File: config.mk
export PLATFORM = sky130hd
export DESIGN_NAME = up_counter
export DESIGN_NICKNAME = d
export VERILOG_FILES = /design/src/rtl/up_counter_pkg.sv /design/src/rtl/edge_rise_det.sv /design/src/rtl/up_counter.sv
export SDC_FILE = /design/constraint.sdc
export NUM_CORES = 1
export LEC_CHECK = 0
export CORE_MARGIN = 10
export CORE_UTILIZATION = 55
export CTS_CLUSTER_DIAMETER = 40
export DETAILED_ROUTE_END_ITERATION = 7
export DONT_BUFFER_PORTS = 1
export HOLD_SLACK_MARGIN = 0.06
export PLACE_DENSITY = 0.73
export SETUP_SLACK_MARGIN = 0.5
export SLEW_MARGIN = 10
export SYNTH_ARGS = -nofsm -noshare
export SYNTH_HDL_FRONTEND = slang
export SYNTH_HIERARCHICAL = 1
export SYNTH_SLANG_ARGS = --single-unit
File: constraint.sdc
create_clock -name up_counter_fsys -period 1.5 [get_ports up_counter_fsys]
set_input_delay 0.225 -clock up_counter_fsys [delete_from_list [all_inputs] [get_ports up_counter_fsys]]
set_output_delay 0.225 -clock up_counter_fsys [all_outputs]
set_load 0.02 [all_outputs]
File: src/rtl/up_counter_pkg.sv
// Shared definitions for the up_counter block: FSM state encoding and width.
package up_counter_pkg;

  localparam int ST_W = 2;

  localparam logic [ST_W-1:0] ST_IDLE  = 2'b00;
  localparam logic [ST_W-1:0] ST_RUN   = 2'b01;
  localparam logic [ST_W-1:0] ST_PAUSE = 2'b10;

  typedef enum logic [ST_W-1:0] {
    S_IDLE  = ST_IDLE,
    S_RUN   = ST_RUN,
    S_PAUSE = ST_PAUSE
  } state_e;

endpackage

File: src/rtl/edge_rise_det.sv
// Rising-edge detector: one flop of history plus an AND gate.
// Input must already be synchronous to clk.
module edge_rise_det (
  input  logic clk,
  input  logic rst,
  input  logic in,
  output logic rise
);

  logic in_q;
  logic in_d;

  // Next history value is simply the current input.
  always_comb begin
    in_d = in;
  end

  // History flop; cleared so a high input right after reset reads as an edge.
  always_ff @(posedge clk or posedge rst) begin
    if (rst) in_q <= 1'b0;
    else     in_q <= in_d;
  end

  assign rise = in & ~in_q;

endmodule

File: src/rtl/up_counter.sv
// up_counter: counts rising edges of a divided-clock tick while in RUN,
// wraps modulo MAX_COUNT+1 with a one-cycle wrap pulse, and is controlled
// by start/stop/clear pulses through a 3-state FSM.
// Optional macro UP_COUNTER_LOAD_EN adds a load port (IDLE/PAUSE only).
module up_counter
  import up_counter_pkg::*;
#(
  parameter int WIDTH     = 16,
  parameter int MAX_COUNT = 9999
) (
  input  logic             up_counter_fsys,
  input  logic             up_counter_rst,
  input  logic             up_counter_tick,
  input  logic             up_counter_start,
  input  logic             up_counter_stop,
  input  logic             up_counter_clear,
`ifdef UP_COUNTER_LOAD_EN
  input  logic             up_counter_load,
  input  logic [WIDTH-1:0] up_counter_load_val,
`endif
  output logic [WIDTH-1:0] up_counter_count,
  output logic             up_counter_wrap,
  output logic             up_counter_running
);

  // A terminal count of 0 or one that does not fit in WIDTH bits is unusable.
  if (MAX_COUNT < 1 || 64'(MAX_COUNT) > ((64'd1 << WIDTH) - 64'd1)) begin : g_bad_cfg
    $error("up_counter: MAX_COUNT outside 1..2**WIDTH-1");
  end

  localparam logic [WIDTH-1:0] MAX_C = WIDTH'(MAX_COUNT);

  state_e           state_q, state_d;
  logic [WIDTH-1:0] count_q, count_d;
  logic             wrap_q, wrap_d;
  logic             running_q, running_d;
  logic             rise;

  edge_rise_det u_tick_edge (
    .clk  (up_counter_fsys),
    .rst  (up_counter_rst),
    .in   (up_counter_tick),
    .rise (rise)
  );

  // Next state and count: clear > load > stop > start > increment.
  always_comb begin
    state_d = state_q;
    count_d = count_q;
    wrap_d  = 1'b0;
    if (up_counter_clear) begin
      state_d = S_IDLE;
      count_d = '0;
    end
`ifdef UP_COUNTER_LOAD_EN
    else if (up_counter_load && state_q != S_RUN) begin
      count_d = (up_counter_load_val > MAX_C) ? MAX_C : up_counter_load_val;
    end
`endif
    else begin
      case (state_q)
        S_IDLE: begin
          if (!up_counter_stop && up_counter_start) state_d = S_RUN;
        end
        S_RUN: begin
          if (up_counter_stop) begin
            state_d = S_PAUSE;
          end else if (rise) begin
            if (count_q == MAX_C) begin
              count_d = '0;
              wrap_d  = 1'b1;
            end else begin
              count_d = count_q + WIDTH'(1);
            end
          end
        end
        S_PAUSE: begin
          // Tick edges seen here are dropped, not queued.
          if (!up_counter_stop && up_counter_start) state_d = S_RUN;
        end
        default: state_d = S_IDLE;
      endcase
    end
    running_d = (state_d == S_RUN);
  end

  // State, count and registered outputs.
  always_ff @(posedge up_counter_fsys or posedge up_counter_rst) begin
    if (up_counter_rst) begin
      state_q   <= S_IDLE;
      count_q   <= '0;
      wrap_q    <= 1'b0;
      running_q <= 1'b0;
    end else begin
      state_q   <= state_d;
      count_q   <= count_d;
      wrap_q    <= wrap_d;
      running_q <= running_d;
    end
  end

  assign up_counter_count   = count_q;
  assign up_counter_wrap    = wrap_q;
  assign up_counter_running = running_q;

endmodule
==> results of run 1 <==
[cells by family after synthesis]
family / share of synthesized area
AOI/OAI and AO/OA: 0.1494
adders and majority gates: 0.01045
buffers and inverters: 0.04493
DFF: 0.4389
xor gates and xnor gates: 0.05120
and+or+nand+nor: 0.3051
[stage by stage]
stage	setup TNS (ns)	cell area, µm²	utilization	hold slack (ns)	setup WS, ns
3_3_place_gp	-0.6478	1515	0.7494	-0.04432	-0.1381
3_5_place_dp	-1.644	1515	0.7494	-0.04137	-0.1460
4_1_cts	-1.080	1707	0.8441	-0.03849	-0.1094
2_1_floorplan	-0.5308	1229	-	-0.04629	-0.09916
[timing repair]
item | in CTS
hold buffers | 3
pin swaps | 1
setup endpoints to repair | 35
endpoints found under the hold margin | 26
gates resized for setup | 27
setup buffers | 4
==> impl_results.md, run 1 <==
- Failing step: global routing (5_1_grt)
- Largest net degree at the start of global routing: 21
- Leading area contributor after synthesis: dfrtp_1
- Site row count: 16
- IO Port Bufs: 0
- EDFF count, synth: 0
- Die height: 66.66 µm
- Commonest cells in the netlist: dfrtp_1 (21), nor2_1 (10), a31oi_1 (8), inv_1 (8)
- Mapped Area: 1197 µm²
- Worst endpoint, post-GRT repair: up_counter_count[15]$_DFFE_PP0P_/D
- Cell variety after synth: 42
- Worst ep type: register data pin
- Status: stopped before the end
- Ys flop type: dfrtp_1
- I/O Pins: 24
- Syn. warnings: 6
- Syn_nets: 129
- Cts bufs inserted: 3
- Sequential area share after synthesis: 0.4389
- Top cells by area, synth: dfrtp_1 (44%), xor2_1 (5.1%), a31oi_1 (4.2%), nor2_1 (3.1%), inv_1 (2.5%)
- H-tree levels: 1
- Placed Cells: 182
- Synth top area share: 0.4389
- Clock sinks: 21
- Most frequent cell after synthesis: dfrtp_1
- Starting density of the core: 0.5922
- Syn Area/Cell: 9.815 µm²
- Clk root buf: clkbuf_4
- Max Buffers Root-to-Sink: 2
- Synth async-reset ratio: 1.000
- Synth Instances: 122
- Die width: 66.66 µm
- Tool error: [ERROR DPL-0038] Utilization greater than 100%, impossible to legalize
- GPL Wtd Cong: 0.9285
- Flops & latches, synth: 21
- Post-detail-place hpwl: 2588 µm
==> run 2: changes to the inputs <==
Settings changed: CORE_AREA set to 10 10 71 73, CORE_MARGIN 10 to unset, CORE_UTILIZATION 55 to unset, CTS_CLUSTER_DIAMETER 40 to unset, DIE_AREA set to 0 0 81 83, HOLD_SLACK_MARGIN 0.06 to unset, PLACE_DENSITY 0.73 to unset, PLACE_DENSITY_LB_ADDON set to 0.15, SETUP_SLACK_MARGIN 0.5 to unset.
Clock period 1.5 ns to 1.95 ns, I/O delays scaled along.
==> run 2 against run 1 <==
The run now ends clean. Synthesized cell count stayed put. Synthesized area is the same.
==> impl_results.md, run 2 <==
- Worst-Skew Late Latency: 0.26 ns
- Worst Skew: 0.003035 ns
- Synth async-reset ratio: 1.000 (unchanged)
- Placed Cells: 184 (+1.1%)
- Most frequent cell after synthesis: dfrtp_1
- IO Port Bufs: 0 (unchanged)
- Finished Layout Cells: 189
- Syn. warnings: 6 (unchanged)
- Commonest cells in the netlist: dfrtp_1 (21), nor2_1 (10), a31oi_1 (8), inv_1 (8)
- Hold crit path type: input port to asynchronous set/reset pin
- Ys flop type: dfrtp_1
- Peak supply drop: 0.2599 mV
- Crit-path max FO: 6
- First-pass GRT wire length: roughly 5300 µm
- Max reg flops: 16
- Via count: 1022
- Setup TNS: 0 ns
- Filler cells: 387
- Total die area: 6723 µm²
- DR pass1 iterations: 5
- WL per Instance: 16.76 µm
- Vias in the first global route: 1085
- Initial DRC count: 53
- Clk root buf: clkbuf_8
- Syn Area/Cell: 9.815 µm² (unchanged)
- Top cells by area, synth: dfrtp_1 (44%), xor2_1 (5.1%), a31oi_1 (4.2%), nor2_1 (3.1%), inv_1 (2.5%)
- Nets: roughly 150
- Crit start category: register
- Max Buffers Root-to-Sink: 2 (unchanged)
- GPL Wtd Cong: 0.7900 (-15%)
- Reg clk slew, reported paths: 0.08 ns
- Flops & latches, synth: 21 (unchanged)
- Starting density of the core: 0.3295 (-0.2627)
- Fmax: 568.0 MHz
- Most common cell after layout, fill and taps aside: dfrtp_1
- Pwr per Cell Area: about 540 nW/µm²
- Setup ws final: 0.1894 ns
- Core area: 3633 µm²
- Crit share post-route: 0.9029
- RSZ-0062 raised after global routing: false
- DR DRC count: 0
- Gr usage total: 0.09760
- Required @ worst endpoint: 2.14 ns
- Synth Instances: 122 (unchanged)
- Final Max Slew Viols: 0
- Cts bufs inserted: 3 (unchanged)
- Pwr Total: 766.3 µW
- Post-detail-place hpwl: 2385 µm (-7.8%)
- Die height: 83 µm (+25%)
- Cell variety after synth: 42 (unchanged)
- Syn_nets: 129 (unchanged)
- Die width: 81 µm (+22%)
- Final ANT Viol Nets: 0
- Largest net degree at the start of global routing: 21
- Gr ovfl total: 0
- Antenna diodes: 0
- Synth top area share: 0.4389 (unchanged)
- Final hold violation count: 0
- CP endpoint kind: register
- H-tree levels: 1 (unchanged)
- Via/cell ratio: around 5.4
- Status: finished clean
- Max Cap Viol: 0
- Site row count: 22 (+6)
- EDFF count, synth: 0 (unchanged)
- WP data arrival: around 2.0 ns
- Final setup viols: 0
- I/O Pins: 24 (unchanged)
- Leading area contributor after synthesis: dfrtp_1
- Clock sinks: 21 (unchanged)
- Worst-margin pin slew: 0.7921 ns
- Worst Path Class, Setup: register to register
- Register area: 525.5 µm²
- Area of the multi-input gates: 624.3 µm²
- Layout Area Growth over Synthesis: 19.54%
- Lkg Pwr: 0.6373 nW
- Most frequent cells in the layout: dfrtp_1 (21), buf_4 (18), nor2_1 (10)
- Final wirelength: 3167 µm
- Placement Setup Slack: 0.1988 ns (+0.3449 ns)
- Fin crit period: approximately 1.8 ns
- Sequential area share after synthesis: 0.4389 (unchanged)
- Mapped Area: 1197 µm² (unchanged)
- Max transition margin: 0.4714
- Share of post-route cells with drive strength above 1: 0.2482
- Antenna violations before repair: 0
- CTS tree: built
-- run 2: cell counts after synthesis --
Identical to the previous run, type by type.
-- run 2: what timing repair did --
action / in CTS / in global routing
setup buffers: 0 / 0
gates resized for setup: 0 / 1
endpoints found under the setup margin: 0 / 1
hold buffers: 1 / 0
hold endpoints to repair: 1 / 0
-- run 2: kinds of logic after synthesis --
kind of cell,count (synthesis),share of synthesized area
flops,21,0.4389
xor+xnor,7,0.05120
buf+inv,12,0.04493
fa+ha+maj,1,0.01045
compound gates,25,0.1494
simple gates,56,0.3051
-- run 2: area by class of cell --
type / instances / share of cell area
inverters: 8 / 0.02098
clock buffers: 3 / 0.02885
repair buffers: 19 / 0.1014
multi-input cells: 89 / 0.4362
clock inverters: 1 / 0.003497
flip-flops and latches: 21 / 0.3671
well taps: 48 / 0.04196
-- run 2: where the power goes --
part / leakage (nW) / internal, mW / total (mW) / switching (mW)
combinational: 0.322 / 0.0121 / 0.0332 / 0.0211
clock: 0.0255 / 0.142 / 0.290 / 0.148
sequential: 0.290 / 0.439 / 0.443 / 0.00392
-- run 2: worst max-delay path, stage by stage (launching register included) --
cell	delay, ns
dfrtp_1	0.37
buf_4	0.19
nand4_1	0.23
or4_4	0.54
or2_0	0.22
o211ai_2	0.13
-- run 2: final timing paths --
| check | start | endpoint | slack [ns] | cells past startpoint |
|---|---|---|---|---|
| worst max-delay path | up_counter_count[7]$_DFFE_PP0P_ | up_counter_count[15]$_DFFE_PP0P_ | 0.19 | 5 |
| worst min-delay path | up_counter_rst | state_q[1]$_DFF_PP0_ | 0.06 | 1 |
| worst max register to register | up_counter_count[7]$_DFFE_PP0P_ | up_counter_count[15]$_DFFE_PP0P_ | 0.19 | 5 |
| worst min register to register | state_q[0]$_DFF_PP0_ | state_q[1]$_DFF_PP0_ | 0.61 | 2 |
| max in group asynchronous | up_counter_rst | up_counter_count[13]$_DFFE_PP0P_ | 1.39 | 1 |
| min in group up_counter_fsys | up_counter_tick | u_tick_edge/in_q$_DFF_PP0_ | 0.06 | 0 |
-- run 2: metal layers --
metal	vias up	track usage	wire length, µm
met1	507	0.1210	1435
met2	22	0.1506	1459
met5	-	0	0
met4	0	0.02817	15
met3	2	0.03879	258
li1	491	-	-
-- run 2: stage by stage --
stage / hold slack, ns / util / cell area [µm²]
floorplan: 0.02121 / - / 1197
global placement: 0.02316 / 0.3767 / 1369
detailed placement: 0.02328 / 0.3767 / 1369
CTS: 0.04811 / 0.3922 / 1425
global route: 0.03245 / 0.3939 / 1431
finish: 0.05609 / 0.3939 / 1431
(Power assumes the default switching activity.)
==> RTL change: new RTL, config.mk and constraints of run 2 <==
Register the output `up_counter_count` once more, without a reset; this adds one clock of latency there. The other outputs are not delayed to match.
--- a/src/rtl/up_counter.sv
+++ b/src/rtl/up_counter.sv
@@ -101,3 +101,5 @@
 
-  assign up_counter_count   = count_q;
+  always_ff @(posedge up_counter_fsys) begin
+    up_counter_count <= count_q;
+  end
   assign up_counter_wrap    = wrap_q;
Formal check against the unedited RTL: not equivalent (Yosys sat finds a counterexample within 4 cycles, from zero or initial values and one cycle with up_counter_rst high).
==> RTL change against run 2 <==
  * Final area up 21%
  * Total power rose by 81%
  * First-iteration DRC count increased to 2.9 times the old value
  * Highest routed layer unchanged
  * Worst setup slack got worse by 0.034 ns
  * Sequential cell count grew 16
  * Wire length increased by 4.3%
  * Clock power rose by 100%
  * Largest power group unchanged
  * Area after synthesis up 24%
  * Utilization increased by 8.1 points
  * Hold slack got worse by 0.029 ns
  * Sequential share of layout area increased by 12 points
==> RTL change: results (changes against run 2) <==
maximum vdd drop=0.3793 mV (+46%); adder-cell share of the synthesized area=0.8432% (-0.20 points); DP Wirelength=2340 um (-1.9%); Hold Path Class=in -> reg; total routed wirelength=3303 um (+4.3%); via count=1,078 (+5.5%); Pleak=0.7206 nW (+13%); Worst Skew=0.005125 ns (+0.002090 ns); post-synthesis async set-or-reset flop share=56.76% (-43 points); Final GP Congestion=0.7945 (+0.57%); post-route cell area=1727 um2 (+21%); post-layout net count=158 (+6.0%); actual slew at the worst max-slew pin=0.8154 ns (+0.02338 ns); FILL cells=356 (-8.0%); clock network power share=41.9% (+4.0 points); post-synthesis xor/xnor area fraction=4.132% (-0.99 points); Distinct cells, synth=40 (-4.8%); CP endpoint=count_q[12]$_DFFE_PP0P_; GRT Util Overall=10.38% (+0.62 points); hold_ws=0.02716 ns (-0.02894 ns); Placed Instance Area=1600 um2 (+17%); First-pass DRT Iterations=4 (-1); Synth top cells by count=dfrtp_1, dfxtp_1, nor2_1; TritonCTS Buffers=5 (+2); crit path max fanout=5 (-1); status=complete, no violations; Inst Count DP=189 (+2.7%); H-Tree Depth=2 (+1); Setup crit start=count_q[1]$_DFFE_PP0P_; synthesized instance count=135 (+11%); syn_nets=142 (+10%); Arrival @ worst endpoint=1.97 ns (+0.02 ns)
RTL change: cell types whose count changed after synthesis, moves of 3 or more:
cell / change
dfxtp_1: +16
nand3b_1: -3
o21ai_0: +4
o21ai_1: -3
RTL change: final cells by class:
type,instances,area share [%]
Clock buffer,7,5.580
Clock inverter,1,0.2899
Tap cell,48,3.478
Sequential cell,37,48.99
Inverter,8,1.739
Multi-Input combinational cell,86,34.13
Timing Repair Buffer,13,5.797
RTL change: worst max-delay path, cell delays in order (launching register included):
cell     delay, ns
dfrtp_1       0.39
ha_1          0.21
nand2_1       0.12
or4_2         0.68
a31oi_1       0.19
o22ai_1       0.09
RTL change: cells by family after synthesis:
group                      Yosys count
AOI/OAI and AO/OA                   30
xor gates and xnor gates             7
adders and majority gates            1
buffers and inverters               12
DFF                                 37
and+or+nand+nor                     48
RTL change: routing by layer:
metal,track usage (%),vias to the layer above,part of all wire (%)
li1,-,530,-
met1,12.05,508,42
met2,15.78,35,47
met3,5.603,5,9.2
met4,3.443,0,1.3
met5,0,-,0
